[config.mk]
export PLATFORM = sky130hd
export DESIGN_NAME = hit_level_tracker
export DESIGN_NICKNAME = d
export VERILOG_FILES = /design/src/rtl/pong_pkg.sv /design/src/rtl/bcd_counter2.sv /design/src/rtl/hit_level_tracker.sv
export SDC_FILE = /design/constraint.sdc
export NUM_CORES = 1
export LEC_CHECK = 0
export BUFFER_PORTS_ARGS = -buffer_cell sky130_fd_sc_hd__buf_4
export CORE_MARGIN = 3
export CORE_UTILIZATION = 56
export CTS_CLUSTER_DIAMETER = 30
export DETAILED_ROUTE_END_ITERATION = 6
export PLACE_DENSITY = 0.7
export SETUP_SLACK_MARGIN = 0.05
export SLEW_MARGIN = 10
export SYNTH_ARGS = -nofsm -noshare
export SYNTH_HDL_FRONTEND = slang
export SYNTH_SLANG_ARGS = --single-unit
[constraint.sdc]
create_clock -name Clk -period 5.7 [get_ports Clk]
set_input_delay 0.855 -clock Clk [delete_from_list [all_inputs] [get_ports Clk]]
set_output_delay 0.855 -clock Clk [all_outputs]
set_load 0.01 [all_outputs]
[src/rtl/pong_pkg.sv]
`default_nettype none
// ============================================================================
//  Package   : pong_pkg
//  Brief     : Shared constants and types for the pong level/score logic.
//  Revision  : 1.0  initial release
// ============================================================================
package pong_pkg;

  localparam int MAX_LVL    = 7;
  localparam int LVL_W      = 3;
  localparam int STEP_CNT_W = 26;

  typedef logic [3:0] bcd_digit_t;

  localparam bcd_digit_t BCD_ZERO = 4'd0;
  localparam bcd_digit_t BCD_NINE = 4'd9;

endpackage : pong_pkg
`default_nettype wire

[src/rtl/bcd_counter2.sv]
`default_nettype none
// ============================================================================
//  Module    : bcd_counter2
//  Brief     : Two-digit BCD up-counter, saturating at 99, with sync clear.
//  Revision  : 1.0  initial release
// ============================================================================
module bcd_counter2
  import pong_pkg::*;
(
  input  logic       clk,
  input  logic       rst_n,
  input  logic       clr,
  input  logic       inc,
  output logic [7:0] count
);

  bcd_digit_t tens;
  bcd_digit_t ones;
  logic       at_max;

  assign at_max = (tens == BCD_NINE) && (ones == BCD_NINE);
  assign count  = {tens, ones};

  // Clear wins over increment; increment carries ones into tens and stops at 99.
  always_ff @(posedge clk or negedge rst_n) begin
    if (!rst_n) begin
      tens <= BCD_ZERO;
      ones <= BCD_ZERO;
    end else if (clr) begin
      tens <= BCD_ZERO;
      ones <= BCD_ZERO;
    end else if (inc && !at_max) begin
      if (ones == BCD_NINE) begin
        ones <= BCD_ZERO;
        tens <= tens + 4'd1;
      end else begin
        ones <= ones + 4'd1;
      end
    end
  end

endmodule : bcd_counter2
`default_nettype wire

[src/rtl/hit_level_tracker.sv]
`default_nettype none
// ============================================================================
//  Module    : hit_level_tracker
//  Brief     : Counts paddle hits (BCD score), advances a 0..7 level every
//              HITS_PER_LVL hits and generates the ball step tick whose period
//              shrinks as the level rises.
//  Revision  : 1.0  initial release
// ============================================================================
module hit_level_tracker
  import pong_pkg::*;
#(
  parameter int BASE_PERIOD  = 50_000_000,
  parameter int PERIOD_DEC   = 5_000_000,
  parameter int HITS_PER_LVL = 4
) (
  input  logic             Clk,
  input  logic             Rst,
  input  logic             Hit_ld,
  input  logic             Hit_clr,
  input  logic             Lvl_clr,
  input  logic             T20_en,
  input  logic             T20_rst,
  output logic             step_tick,
  output logic [7:0]       hits_bcd,
  output logic [LVL_W-1:0] level,
  output logic             lvl_up,
  output logic             max_lvl
);

  localparam int SUB_W = (HITS_PER_LVL > 1) ? $clog2(HITS_PER_LVL) : 1;

  localparam logic [SUB_W-1:0]      SUB_LAST = SUB_W'(HITS_PER_LVL - 1);
  localparam logic [LVL_W-1:0]      LVL_TOP  = LVL_W'(MAX_LVL);
  localparam logic [STEP_CNT_W-1:0] BASE_C   = STEP_CNT_W'(BASE_PERIOD);
  localparam logic [STEP_CNT_W-1:0] DEC_C    = STEP_CNT_W'(PERIOD_DEC);

  // The shortest period (level 7) must leave at least two counts, and the
  // longest must fit the step counter.
  generate
    if ((BASE_PERIOD - MAX_LVL * PERIOD_DEC < 2) ||
        (BASE_PERIOD > (1 << STEP_CNT_W)) || (HITS_PER_LVL < 1)) begin : g_bad_params
      $error("hit_level_tracker: illegal BASE_PERIOD/PERIOD_DEC/HITS_PER_LVL");
    end
  endgenerate

  logic                  hit_low;   // last sample of Hit_ld was low (0 after reset)
  logic                  hit_evt;
  logic [SUB_W-1:0]      sub_cnt;
  logic                  sub_last;
  logic                  lvl_wrap;
  logic [STEP_CNT_W-1:0] step_cnt;
  logic [STEP_CNT_W-1:0] period_m1;
  logic                  step_hit;

  // A hit needs a low sample first, so Hit_ld held high across reset release
  // is ignored until it has been seen low.
  assign hit_evt  = Hit_ld & hit_low;
  assign sub_last = (sub_cnt == SUB_LAST);
  assign lvl_wrap = hit_evt & ~Hit_clr & sub_last;
  assign max_lvl  = (level == LVL_TOP);

  // Register Hit_ld (inverted) for rising-edge detection.
  always_ff @(posedge Clk or negedge Rst) begin
    if (!Rst) hit_low <= 1'b0;
    else      hit_low <= ~Hit_ld;
  end

  bcd_counter2 u_score (
    .clk   (Clk),
    .rst_n (Rst),
    .clr   (Hit_clr),
    .inc   (hit_evt),
    .count (hits_bcd)
  );

  // Sub-counter and level: Hit_clr cancels the hit, Lvl_clr cancels the level-up.
  always_ff @(posedge Clk or negedge Rst) begin
    if (!Rst) begin
      sub_cnt <= '0;
      level   <= '0;
      lvl_up  <= 1'b0;
    end else begin
      lvl_up <= 1'b0;
      if (Hit_clr) begin
        sub_cnt <= '0;
      end else if (hit_evt) begin
        sub_cnt <= sub_last ? '0 : sub_cnt + SUB_W'(1);
      end
      if (Lvl_clr) begin
        level   <= '0;
        sub_cnt <= '0;
      end else if (lvl_wrap && (level != LVL_TOP)) begin
        level  <= level + LVL_W'(1);
        lvl_up <= 1'b1;
      end
    end
  end

  // Terminal count follows the level immediately; >= lets a count left
  // beyond a freshly shortened period terminate on the next enabled cycle.
  assign period_m1 = BASE_C - (STEP_CNT_W'(level) * DEC_C) - STEP_CNT_W'(1);
  assign step_hit  = (step_cnt >= period_m1);
  assign step_tick = T20_en & ~T20_rst & step_hit;

  // Step counter: clear, else count with wrap at terminal, else hold.
  always_ff @(posedge Clk or negedge Rst) begin
    if (!Rst) begin
      step_cnt <= '0;
    end else if (T20_rst) begin
      step_cnt <= '0;
    end else if (T20_en) begin
      step_cnt <= step_hit ? '0 : step_cnt + STEP_CNT_W'(1);
    end
  end

endmodule : hit_level_tracker
`default_nettype wire
==> impl_metrics.tcl, run 1 <==
set metrics [dict create \
    slew_violations 0 \
    hold_class "primary input to async pin" \
    syn_area_um2 3360 \
    period_needed_ns 5.40 \
    num_vias 2953 \
    diodes 0 \
    worst_pin_slew_ns 0.998 \
    max_freq_ghz 0.185 \
    wl_per_cell_um 16.2 \
    ir_drop_v 0.000134 \
    fin_skew_ns 0.0124 \
    nets 470 \
    ys_warn_count 0 \
    yosys.area_share.simple 0.246 \
    relSlewSlack 0.325 \
    holdWs_ns 0.527 \
    fin_crit_sh 0.947 \
    numCtsBuffers 5 \
    outcome "completed" \
    mostFrequentLayoutCells "nand2_1 (41), dfrtp_1 (40), ha_1 (38)" \
    die_h_um 83.4 \
    clkTransAtPathRegs_ns 0.10 \
    cts_hold_buf 0 \
    avgSynthCellArea_um2 8.50 \
    path_max_fanout 7 \
    grt_max_degree 42 \
    powerDensity_nw_per_um2 142 \
    grtUsageTotal 0.236 \
    final_common_cell "nand2_1" \
    cts-root-buf "clkbuf_8" \
    setup-violations-final 0 \
    synth_xor_area_frac 0.0746 \
    dieArea_um2 6960 \
    end_kind "primary output" \
    synth_seq_cells 41 \
    initial_core_util 0.595 \
    gr-total-overflow 0 \
    design_area_um2 3780 \
    syn_to_final_growth_pct 12.6 \
    ys_types 48 \
    insertion_delay_ns 0.30 \
    wl_um 7990 \
    antenna_found_initial 0 \
    htree_levels 2 \
    dr.pass1.iters 5 \
    synth_top_family_by_area "simple AND/OR/NAND/NOR gates" \
    io_pins 21 \
    synth_compound_area_frac 0.161 \
    via_per_inst 5.98 \
    leakage_nw 1.71 \
    rows 27 \
    hold_violations 0 \
    placed_cell_area_um2 3600 \
    core_area_um2 5640 \
    ys_seq_area_frac 0.306 \
    cp-start-kind "flip-flop" \
    cp.arrival_ns 4.54 \
    hpwlAfterDp_um 5740 \
    syn_inst 395 \
    drc_errors 0 \
    cp.required_ns 4.85 \
    ant_nets 0 \
    synthAdderAreaFrac 0.161 \
    synth_nets 444 \
    yosys_most_used_dff "dfrtp_1" \
    async_reset_ff_frac 1.00 \
    chipWidth_um 83.4 \
    drt_iter0_markers 192 \
    layout-drive-gt1-share 0.135 \
    synth-edff-count 0 \
    clockBufferDepth 2 \
    cts_tree "done" \
    synthMuxAreaShare 0.0186 \
    critPathKind "flip-flop to primary output" \
    portBuffers 20 \
    maxCapViolations 0 \
    cts.sink_count 41 \
    grt_first_pass_wirelength_um 13700 \
    grt_pass1_vias 2877 \
    gp_congestion 0.845 \
]
-- cells in the mapped netlist (all sizes together) (2+ instances only) --
master	number	area (um2)
a21o	3	22.5
a21oi	39	195
a22oi	2	15.0
a31oi	11	68.8
a41oi	2	17.5
and3	9	56.3
and4	3	26.3
buf	6	32.5
clkbuf	6	22.5
dfrtp	41	1030
fa	2	40.0
ha	40	500
inv	15	56.3
mux2	2	22.5
mux2i	4	40.0
nand2	41	154
nand2b	3	18.8
nand3	13	65.1
nand3b	3	22.5
nand4	8	50.1
nor2	30	113
nor2b	4	25.0
nor3	15	80.1
nor3b	4	30.0
o21ai	30	150
or2	3	18.8
or3	7	43.8
or3b	8	70.1
or4	3	22.5
xnor2	13	114
xor2	13	114
-- worst paths after layout --
| kind | from | endpoint | slack (ns) | cells after the start |
|---|---|---|---|---|
| hold reg to reg | step_cnt[25] | step_cnt[25] | 0.53 | 1 |
| hold / removal | Rst | hit_low | 0.53 | 1 |
| max in group asynchronous | Rst | level[1] | 4.78 | 1 |
| setup reg to reg | level[1] | step_cnt[20] | 0.57 | 19 |
| min in group Clk | step_cnt[25] | step_cnt[25] | 0.53 | 1 |
| setup / recovery | level[1] | step_tick | 0.30 | 18 |
-- critical path, cell delays in order, from the launching register on --
cell and delay (ns):
dfrtp_2 0.48, ha_4 0.32, inv_1 0.07, ha_1 0.23, fa_1 0.55, nor2_1 0.09
a31oi_2 0.21, nor3b_2 0.20, a41oi_2 0.18, a21o_1 0.27, a21oi_2 0.17, xnor2_1 0.11
ha_1 0.30, nand4_1 0.12, nor4_1 0.26, o21ai_0 0.13, o211ai_2 0.24, nor2b_1 0.17
buf_4 0.13
-- kinds of logic (layout without fill, tap and decap cells) --
group,Yosys count,in the layout
XOR/XNOR,27,27
multiplexers,6,6
buffers and inverters,27,54
AND/OR/NAND/NOR,158,158
adder cells (fa/ha/maj),42,42
flip-flops,41,41
AO/OA/AOI/OAI,94,94
-- cell type report --
class,instances,area [um2]
inverters,15,56.3
repair buffers,31,233
clock buffers,5,68.8
multi-input cells,327,2280
clock inverters,3,25.0
fillers,453,1860
flip-flops and latches,41,1030
well taps,72,90.1
-- where the power goes --
part,total [mW],internal [mW],switching [mW]
logic,0.0327,0.00984,0.0228
registers,0.299,0.294,0.00467
clock network,0.207,0.0886,0.118
-- per-layer routing --
metal,share of wire,global-route usage
met5,0,0
met4,0.0053,0.0482
met3,0.042,0.0387
met2,0.49,0.396
met1,0.47,0.322
-- timing repair --
item / in CTS / in global routing
gates resized for setup: 2 / 11
pin swaps: 0 / 2
buffers inserted: 0 / 3
endpoints found under the setup margin: 1 / 1
-- registers in the layout, indices dropped and copies added, names as in the netlist --
signal        cells
level             3
lvl_up            1
u_score.ones      4
u_score.tens      4
sub_cnt           2
hit_low           1
step_cnt         26
-- stage by stage --
stage	instances	TNS (ns)	power, mW	setup slack [ns]	utilization
final	494	0	0.538	0.302	0.670
after global routing	494	-0.0333	0.565	-0.0333	0.670
after CTS	491	0	0.545	0.0823	0.656
after detailed placement	483	0	0.338	0.356	0.638
after global placement	483	0	0.337	0.466	0.638
after floorplan	395	0	0.321	0.249	-
Power figures use the tool's default switching activity.
==> inputs of run 2 (changes only) <==
--- a/config.mk
+++ b/config.mk
@@ -6,7 +6,6 @@
 export NUM_CORES = 1
 export LEC_CHECK = 0
 export BUFFER_PORTS_ARGS = -buffer_cell sky130_fd_sc_hd__buf_4
-export CORE_MARGIN = 3
 export CORE_UTILIZATION = 56
 export CTS_CLUSTER_DIAMETER = 30
 export DETAILED_ROUTE_END_ITERATION = 6
==> impl_metrics.tcl, run 2 (synthesized netlist as in run 1, its figures left out) <==
set metrics [dict create \
    pre_cts_ws_ns 0.277 \
    diodes 0 \
    syn_to_final_growth_pct 12.2 \
    slowest_stage "fa_1" \
    numCtsBuffers 5 \
    cp.arrival_ns 4.49 \
    layout-drive-gt1-share 0.128 \
    powerDensity_nw_per_um2 142 \
    gr-total-overflow 0 \
    rows 27 \
    dr.pass1.iters 5 \
    ir_drop_v 0.000116 \
    largestRegisters "step_cnt: 26 flops, u_score.ones: 4 flops, u_score.tens: 4 flops" \
    r2r-end "step_cnt[7]" \
    setup-violations-final 0 \
    grt_pass1_vias 2664 \
    slew_violations 0 \
    nets 470 \
    insertion_delay_ns 0.30 \
    drt_iter0_markers 127 \
    relSlewSlack 0.372 \
    fin_crit_sh 0.938 \
    drc_errors 0 \
    cp.required_ns 4.85 \
    wl_per_cell_um 15.9 \
    grtUsageTotal 0.268 \
    critPathTopFamily "adder cells" \
    largest_register_ffs 26 \
    end_kind "primary output" \
    seq_area_um2 1030 \
    timing.final.ws_setup_ns 0.353 \
    fin_skew_ns 0.0105 \
    crit_buf_inv 2 \
    mostFrequentLayoutCells "nand2_1 (41), dfrtp_1 (40), a21oi_1 (39), ha_1 (39), buf_4 (31)" \
    path_max_fanout 9 \
    clkTransAtPathRegs_ns 0.09 \
    cp_cell_sequence "buf_4 > ha_1 > ha_1 > fa_1 > nor2_1 > a31oi_2 > nor3b_2 > a41oi_2 > a21o_1 > a21boi_2 > xor2_1 > ha_1 > nand4_1 > nor4_2 > o21ai_0 > o211ai_2 > nor2b_1 > buf_4" \
    hold_class "primary input to async pin" \
    via_per_inst 5.98 \
    die_h_um 79.4 \
    hold_violations 0 \
    dpl.cell_count 482 \
    htree_levels 2 \
    hpwlAfterDp_um 5790 \
    leakage_nw 1.70 \
    ant_nets 0 \
    stdcell_count 494 \
    rsz0062_at_grt "no" \
    core_area_um2 5640 \
    crit_path_frequent_cell "ha_1" \
    wl_um 7850 \
    outcome "completed" \
    gp_congestion 0.897 \
    fin_tns_setup_ns 0 \
    num_vias 2956 \
    nFillCells 496 \
    cpPeakStageDelay_ns 0.47 \
    portBuffers 20 \
    cp_num_cells 18 \
    io_pins 21 \
    chipWidth_um 79.4 \
    cts.sink_count 41 \
    clockBufferDepth 2 \
    endpoint "step_tick" \
    critPathKind "flip-flop to primary output" \
    dieArea_um2 6310 \
    max_freq_ghz 0.187 \
    ff2ff_setup_slack_ns 0.51 \
    cts-root-buf "clkbuf_8" \
    cp-startpoint "level[0]" \
    antenna_found_initial 0 \
    cts_tree "done" \
    cp-start-kind "flip-flop" \
    period_needed_ns 5.35 \
    grt_first_pass_wirelength_um 13100 \
    grt_max_degree 42 \
    worst_pin_slew_ns 0.928 \
    top_register "step_cnt" \
    initial_core_util 0.595 \
    maxCapViolations 0 \
    final_common_cell "nand2_1" \
    r2r-start "level[0]" \
    multi_input_area_um2 2270 \
    ff2ff_path_depth 20 \
]
run 2: cell counts in the layout (fill, tap and decap cells not counted):
Identical to the previous run, type by type.
run 2: cell type report:
cell class,count,area share
multi-input cells,327,0.602
flip-flops and latches,41,0.273
repair buffers,31,0.0618
well taps,72,0.0239
clock buffers,5,0.0183
inverters,15,0.0150
clock inverters,3,0.00565
run 2: stage by stage:
stage | total power, mW | hold slack [ns] | cell area [um2] | util
2_1_floorplan | 0.321 | 0.454 | 3360 | -
3_3_place_gp | 0.337 | 0.520 | 3590 | 0.637
3_5_place_dp | 0.337 | 0.530 | 3590 | 0.637
4_1_cts | 0.539 | 0.537 | 3690 | 0.654
5_1_grt | 0.554 | 0.541 | 3760 | 0.667
6_report | 0.533 | 0.513 | 3760 | 0.667
run 2: worst min-delay path by stage:
stage	startpoint	endpoint	slack, ns	cells after the start
2_1_floorplan	step_cnt[25]	step_cnt[25]	0.45	1
5_1_grt	step_cnt[25]	step_cnt[25]	0.54	1
3_5_place_dp	step_cnt[3]	step_cnt[3]	0.53	1
4_1_cts	Rst	u_score.ones[3]	0.54	1
6_report	Rst	u_score.ones[3]	0.51	1
3_3_place_gp	step_cnt[25]	step_cnt[25]	0.52	1
run 2: metal layers:
metal / track usage / vias to the layer above / part of all wire
met4: 0.0727 / 0 / 0.012
li1: - / 1479 / -
met2: 0.432 / 77 / 0.46
met1: 0.375 / 1390 / 0.47
met5: 0 / - / 0
met3: 0.0377 / 10 / 0.049
run 2: what timing repair did:
action | 4_1_cts | 5_1_grt
buffers inserted | 1 | 3
pin swaps | 1 | 1
hold buffers | 0 | 0
resized for setup | 0 | 9
setup endpoints to repair | 1 | 15
run 2: where the power goes:
| group | switching, mW | internal [mW] |
|---|---|---|
| Clock | 0.116 | 0.0871 |
| Sequential | 0.00459 | 0.294 |
| Combinational | 0.0223 | 0.00966 |
